--- src/rtl/mem_port_arbiter.sv ---
// Arbiter sharing one single-ported synchronous word RAM between instruction fetch (A)
// and load/store (B); zero-fills the low INIT_WORDS words after reset before serving.
module mem_port_arbiter #(
    parameter int ADDR_W     = 10,
    parameter int INIT_WORDS = 32,
    parameter int MAX_STREAK = 4
) (
    input  logic              clk,
    input  logic              reset,
    input  logic              enA,
    input  logic [31:0]       pcIn,
    input  logic [1:0]        memOp,
    input  logic [31:0]       addrB,
    input  logic [31:0]       dinB,
    output logic              gntA,
    output logic              gntB,
    output logic [31:0]       instr,
    output logic [31:0]       pc,
    output logic              aValid,
    output logic [31:0]       doutB,
    output logic              bValid,
    output logic              NOTready,
    output logic              mem_en,
    output logic              mem_we,
    output logic [ADDR_W-1:0] mem_addr,
    output logic [31:0]       mem_wdata,
    input  logic [31:0]       mem_rdata
);

    localparam logic [1:0] MEM_DISABLE   = 2'b00;
    localparam logic [1:0] MEM_READ_SEXT = 2'b01;
    localparam logic [1:0] MEM_READ_ZEXT = 2'b10;
    localparam logic [1:0] MEM_WRITE     = 2'b11;

    localparam logic [0:0] ST_INIT = 1'b0;
    localparam logic [0:0] ST_RUN  = 1'b1;

    localparam int SW = $clog2(MAX_STREAK + 1);
    localparam logic [SW-1:0]     STREAK_MAX = SW'(MAX_STREAK);
    localparam logic [SW-1:0]     STREAK_ONE = SW'(1);
    localparam logic [ADDR_W-1:0] INIT_LAST  = ADDR_W'(INIT_WORDS - 1);
    localparam logic [ADDR_W-1:0] INIT_ONE   = ADDR_W'(1);

    logic [0:0]        state_r;
    logic [0:0]        state_next_s;
    logic [ADDR_W-1:0] init_cnt_r;
    logic [SW-1:0]     streak_r;
    logic              pend_a_r;
    logic              pend_b_r;
    logic [31:0]       pend_pc_r;

    logic              req_a_s;
    logic              req_b_s;
    logic              is_store_s;
    logic              is_load_s;
    logic              streak_full_s;
    logic [ADDR_W-1:0] idx_a_s;
    logic [ADDR_W-1:0] idx_b_s;

    // Byte offset and bits above the RAM size are dropped, so addresses wrap.
    logic unused_addr_bits_s;
    assign unused_addr_bits_s = ^{addrB[31:ADDR_W+2], addrB[1:0]};

    // Request decode and word-index extraction.
    always_comb begin
        req_a_s       = enA;
        req_b_s       = (memOp != MEM_DISABLE);
        is_store_s    = (memOp == MEM_WRITE);
        is_load_s     = (memOp == MEM_READ_SEXT) || (memOp == MEM_READ_ZEXT);
        streak_full_s = (streak_r == STREAK_MAX);
        idx_a_s       = pcIn[ADDR_W+1:2];
        idx_b_s       = addrB[ADDR_W+1:2];
    end

    // Grant selection and RAM command generation.
    always_comb begin
        gntA      = 1'b0;
        gntB      = 1'b0;
        mem_en    = 1'b0;
        mem_we    = 1'b0;
        mem_addr  = {ADDR_W{1'b0}};
        mem_wdata = 32'h0000_0000;
        NOTready  = 1'b0;
        case (state_r)
            ST_INIT: begin
                mem_en    = 1'b1;
                mem_we    = 1'b1;
                mem_addr  = init_cnt_r;
                mem_wdata = 32'h0000_0000;
                NOTready  = 1'b1;
            end
            ST_RUN: begin
                // Data wins contention until the streak cap hands one cycle to fetch.
                if (req_b_s && !(req_a_s && streak_full_s)) begin
                    gntB = 1'b1;
                end else if (req_a_s) begin
                    gntA = 1'b1;
                end else begin
                    gntA = 1'b0;
                    gntB = 1'b0;
                end
                if (gntB) begin
                    mem_en    = 1'b1;
                    mem_we    = is_store_s;
                    mem_addr  = idx_b_s;
                    mem_wdata = is_store_s ? dinB : 32'h0000_0000;
                end else if (gntA) begin
                    mem_en   = 1'b1;
                    mem_addr = idx_a_s;
                end else begin
                    mem_en = 1'b0;
                end
                NOTready = (req_a_s && !gntA) || (req_b_s && !gntB);
            end
            default: begin
                NOTready = 1'b1;
            end
        endcase
    end

    // Next-state logic: INIT ends after the last zero-fill write.
    always_comb begin
        state_next_s = state_r;
        case (state_r)
            ST_INIT: begin
                if (init_cnt_r == INIT_LAST) begin
                    state_next_s = ST_RUN;
                end else begin
                    state_next_s = ST_INIT;
                end
            end
            ST_RUN:  state_next_s = ST_RUN;
            default: state_next_s = ST_INIT;
        endcase
    end

    // FSM state and zero-fill counter.
    always_ff @(posedge clk) begin
        if (!reset) begin
            state_r    <= ST_INIT;
            init_cnt_r <= {ADDR_W{1'b0}};
        end else begin
            state_r <= state_next_s;
            if (state_r == ST_INIT) begin
                init_cnt_r <= init_cnt_r + INIT_ONE;
            end else begin
                init_cnt_r <= init_cnt_r;
            end
        end
    end

    // Contended data-grant streak, saturating at the cap.
    always_ff @(posedge clk) begin
        if (!reset) begin
            streak_r <= {SW{1'b0}};
        end else if (state_r != ST_RUN) begin
            streak_r <= {SW{1'b0}};
        end else if (gntB && req_a_s) begin
            streak_r <= streak_full_s ? STREAK_MAX : (streak_r + STREAK_ONE);
        end else if (gntA || !req_a_s) begin
            streak_r <= {SW{1'b0}};
        end else begin
            streak_r <= streak_r;
        end
    end

    // Track reads in flight; RAM data arrives the cycle after the grant.
    always_ff @(posedge clk) begin
        if (!reset) begin
            pend_a_r  <= 1'b0;
            pend_b_r  <= 1'b0;
            pend_pc_r <= 32'h0000_0000;
        end else begin
            pend_a_r  <= gntA;
            pend_b_r  <= gntB && is_load_s;
            pend_pc_r <= gntA ? pcIn : pend_pc_r;
        end
    end

    // Return path registers: valid pulses, data held between accesses.
    always_ff @(posedge clk) begin
        if (!reset) begin
            aValid <= 1'b0;
            bValid <= 1'b0;
            instr  <= 32'h0000_0000;
            pc     <= 32'h0000_0000;
            doutB  <= 32'h0000_0000;
        end else begin
            aValid <= pend_a_r;
            bValid <= pend_b_r;
            if (pend_a_r) begin
                instr <= mem_rdata;
                pc    <= pend_pc_r;
            end else begin
                instr <= instr;
                pc    <= pc;
            end
            if (pend_b_r) begin
                doutB <= mem_rdata;
            end else begin
                doutB <= doutB;
            end
        end
    end

endmodule

--- config.mk ---
export PLATFORM = sky130hd
export DESIGN_NAME = mem_port_arbiter
export DESIGN_NICKNAME = d
export VERILOG_FILES = /design/src/rtl/mem_port_arbiter.sv
export SDC_FILE = /design/constraint.sdc
export NUM_CORES = 1
export LEC_CHECK = 0
export ABC_AREA = 1
export ABC_CLOCK_PERIOD_IN_PS = 1400
export BUFFER_PORTS_ARGS = -buffer_cell sky130_fd_sc_hd__buf_4
export CAP_MARGIN = 20
export CORE_UTILIZATION = 30
export CTS_CLUSTER_DIAMETER = 60
export DETAILED_ROUTE_END_ITERATION = 12
export GPL_TIMING_DRIVEN = 0
export PLACE_DENSITY = 0.6
export RECOVER_POWER = 100
export SYNTH_ARGS = -nofsm -noshare
export SYNTH_HDL_FRONTEND = slang
export SYNTH_SLANG_ARGS = --single-unit
--- constraint.sdc ---
create_clock -name clk -period 1.4 [get_ports clk]
set_input_delay 0.14 -clock clk [delete_from_list [all_inputs] [get_ports clk]]
set_output_delay 0.14 -clock clk [all_outputs]
set_load 0.005 [all_outputs]
==> reports/qor.log <==
[outcome] outcome finished, violations left
[outcome] violations in the final reports hold timing, setup timing
[synth] sequential area share after synthesis 51.7%
[cts] number of H-tree branching levels 4
[finish] core occupancy in the finished layout 50.5%
[critical_path] kind of cell adding the most delay to the critical path buffers and inverters
[route] detailed-route wire length per cell 14.6 µm
[critical_path] Slowest Stage Delay on Critical Path 0.32 ns
[finish] # nets final 1256
[cts] CTS buffer count 17
[hold_path] hold path startpoint pcIn[22]
[synth] Warnings, synthesis 0
[sta] Tmin final 2.00 ns
[finish] growth of design area from synthesis to finish 62.5%
[sta] final total negative setup slack -29.24 ns
[route] number of routed nets with antenna violations 0
[sta] worst hold-check slack -0.00265 ns
[critical_path] worst-path cell chain inv_2 -> ha_4 -> nand2_4 -> a21oi_2 -> nand2_4 -> clkinv_4 -> nand2_1 -> o211ai_1 -> buf_4
[floorplan] row count 49
[critical_path] critical path endpoint category primary output
[synth] proportion of netlist area held by the largest area contributor 51.7%
[run] number of violations of the max-capacitance limit 0
[floorplan] Core Area 18200 µm²
[critical_path] critical path class reg -> out
[floorplan] effective utilization at floorplan 31.1%
[sta] worst setup skew after layout 0.0150 ns
[synth] number of flip-flops and latches in the synthesized netlist 146
[cts] maximum buffer depth of the clock tree 2
[pwr] power density cells 1030 nW/µm²
[sta] worst-case headroom to the max-slew limit 63.9%
[synth] number of nets in the synthesized netlist 917
[pwr] total leakage power 4.27 nW
[floorplan] number of top-level pins 278
[sta] max frequency 501 MHz
[cts] TritonCTS clock tree done
[pwr] total power draw 9.44 mW
[route] violation count after the first detailed-routing iteration 233
[finish] most common cell after layout, fill and taps aside sky130_fd_sc_hd__nor2_1
[hold_path] type of the worst min-delay path in -> reg
[cts] clock latency on the worst-skew pair 0.42 ns
[critical_path] worst-case register-to-register setup slack -0.18 ns
[critical_path] data required time of the critical path 1.26 ns
[finish] commonest cells after routing, fill and taps aside sky130_fd_sc_hd__nor2_1, sky130_fd_sc_hd__buf_4, sky130_fd_sc_hd__dfxtp_1, sky130_fd_sc_hd__o21ai_0, sky130_fd_sc_hd__nand2_1
[critical_path] startpoint of the lowest-slack register-to-register path streak_r[0]
[hold_path] destination of the worst hold path pend_pc_r[22]
[finish] total of fill cells in the finished design 1883
[critical_path] count of cell instances traversed by the critical path 9
[floorplan] area of the die 19400 µm²
[floorplan] overall die width 139 µm
[placed_design] number of I/O port buffers 255
[grt] gr usage total 20.6%
[synth] mapped cell area 5660 µm²
[critical_path] most frequent CP cell sky130_fd_sc_hd__nand2_4
[cts] library cell used as clock root buffer sky130_fd_sc_hd__clkbuf_16
[route] DRC violations left 0
[critical_path] data arrival time of the critical path 1.86 ns
[floorplan] die height 139 µm
[critical_path] startpoint types register
[placed_design] gpl congestion 0.841
[grt] first-pass GRT wire length 31300 µm
[critical_path] Crit Reg-Reg Endpoint pend_pc_r[29]
[route] ratio of routed vias to standard cells 4.49
[grt] largest net degree at the start of global routing 17
[critical_path] crit path buf inv count 3
[hold_path] depth of the worst hold-timing path 3
[route] number of vias in the routed layout 6106
[sta] post-route clock period utilization 143%
[synth] Gate Count Post-Synth 779
[synth] Post-Synthesis Mean Instance Area 7.26 µm²
[critical_path] R2R depth 9
[finish] antenna diode count 0
[critical_path] Slowest cell on crit path sky130_fd_sc_hd__dfxtp_2
[sta] final slew viol count 0
[grt] overall overflow remaining after global route 0
[sta] transition time at the pin with the least slew margin 0.541 ns
[critical_path] Critical Path Fanout Max 5
[route] DRT Pass-1 Iters 5
[grt] number of global-route vias before repair 5967
[grt] initial antenna violation count 0
[placed_design] detailed placement HPWL 14600 µm
[placed_design] cell area after placement 7960 µm²
[sta] worst-case setup margin in the final layout -0.596 ns
[pwr] worst vdd rail ir drop 0.913 mV
[cts] clock slew at reported path FFs 0.06 ns
[route] total wirelength of the detailed-routed design 19800 µm
[cts] clk sinks 146
[sta] RSZ-0062 raised after global routing true
[synth] post-synthesis cell type count 23
[synth] leading cell types by total area after synthesis sky130_fd_sc_hd__dfxtp_1, sky130_fd_sc_hd__nor2_1, sky130_fd_sc_hd__o21ai_0
[finish] share of post-route cells with drive strength above 1 30.1%
[finish] post-route cell area 9190 µm²
[sta] final setup fails 80
[synth] Yosys top cell by area sky130_fd_sc_hd__dfxtp_1
[sta] number of failing hold endpoints at the final stage 1
## worst reg2reg max path, delay by kind of cell, from the launching register on
kind	cells	cell delay, ns
buf+inv	3	0.45
compound gates	2	0.35
flops	1	0.32
simple gates	3	0.23
fa+ha+maj	1	0.14
## area by class of cell
| class | instances | area [µm²] | share of cell area [%] |
|---|---|---|---|
| Sequential cell | 146 | 2930 | 31.8 |
| Multi-Input combinational cell | 555 | 2560 | 27.8 |
| Timing Repair Buffer | 320 | 2390 | 26.0 |
| Clock buffer | 22 | 484 | 5.27 |
| Buffer | 50 | 300 | 3.27 |
| Tap cell | 229 | 287 | 3.12 |
| Clock inverter | 9 | 128 | 1.39 |
| Inverter | 28 | 115 | 1.25 |
## repair_timing
item	in CTS	in global routing
buffers inserted	8	1
setup endpoints to repair	113	104
hold buffers	55	0
gates cloned	1	0
resized for setup	42	25
pin swaps	4	3
endpoints found under the hold margin	87	0
## sequential cells by signal (all words and copies together), names as in the netlist
| name | cells |
|---|---|
| pend_a_r | 1 |
| state_r | 1 |
| pend_pc_r | 32 |
| instr | 32 |
| bValid | 1 |
| pc | 32 |
| pend_b_r | 1 |
| aValid | 1 |
| doutB | 32 |
| streak_r | 3 |
| init_cnt_r | 10 |
## worst max path at each step
stage / from / endpoint
after global routing: streak_r[0] / mem_addr[4]
final: streak_r[0] / mem_addr[4]
after floorplan: streak_r[1] / mem_wdata[10]
after CTS: streak_r[1] / mem_addr[4]
after detailed placement: streak_r[1] / mem_addr[1]
after global placement: memOp[0] / mem_addr[1]
## kinds of logic (layout without fill, tap and decap cells)
logic type / Yosys count / after routing / synth area share [%]
flops: 146 / 146 / 51.7
simple gates: 402 / 402 / 27.8
compound gates: 148 / 148 / 13.6
fa+ha+maj: 5 / 5 / 1.11
buf+inv: 78 / 429 / 5.82
## routing by layer
metal | up-vias | GRT usage (%) | wire length (µm)
met2 | 135 | 33.6 | 9300
met1 | 2788 | 25.7 | 8950
met3 | 20 | 6.33 | 1120
met5 | - | 0 | 0
met4 | 0 | 6.67 | 410
li1 | 3163 | - | -
## report_power, final
part	internal (mW)	switching, mW
registers	4.16	0.00766
logic	0.350	0.233
clock network	2.98	1.71
total	7.49	1.95
## synth_stat cells
cell type	count
sky130_fd_sc_hd__nor2_1	287
sky130_fd_sc_hd__dfxtp_1	146
sky130_fd_sc_hd__o21ai_0	124
sky130_fd_sc_hd__nand2_1	82
sky130_fd_sc_hd__clkbuf_1	36
sky130_fd_sc_hd__inv_1	24
sky130_fd_sc_hd__a21oi_1	13
sky130_fd_sc_hd__buf_2	10
sky130_fd_sc_hd__nand3_1	10
sky130_fd_sc_hd__nand2_2	9
sky130_fd_sc_hd__nor3_1	6
sky130_fd_sc_hd__ha_1	5
sky130_fd_sc_hd__o211ai_1	5
sky130_fd_sc_hd__a21oi_2	4
sky130_fd_sc_hd__nand4_1	4
sky130_fd_sc_hd__buf_4	3
sky130_fd_sc_hd__inv_2	3
sky130_fd_sc_hd__nor4_1	2
sky130_fd_sc_hd__o21ai_1	2
sky130_fd_sc_hd__buf_8	1
sky130_fd_sc_hd__clkinv_2	1
sky130_fd_sc_hd__nand3b_1	1
sky130_fd_sc_hd__nor2_2	1
## stage by stage
stage | setup slack (ns) | std cells
floorplan | 0.000260 | 779
global placement | -0.407 | 1263
detailed placement | -0.428 | 1263
CTS | -0.562 | 1358
global route | -0.700 | 1359
finish | -0.596 | 1359
Note: power is estimated with default switching activity, not from simulation.
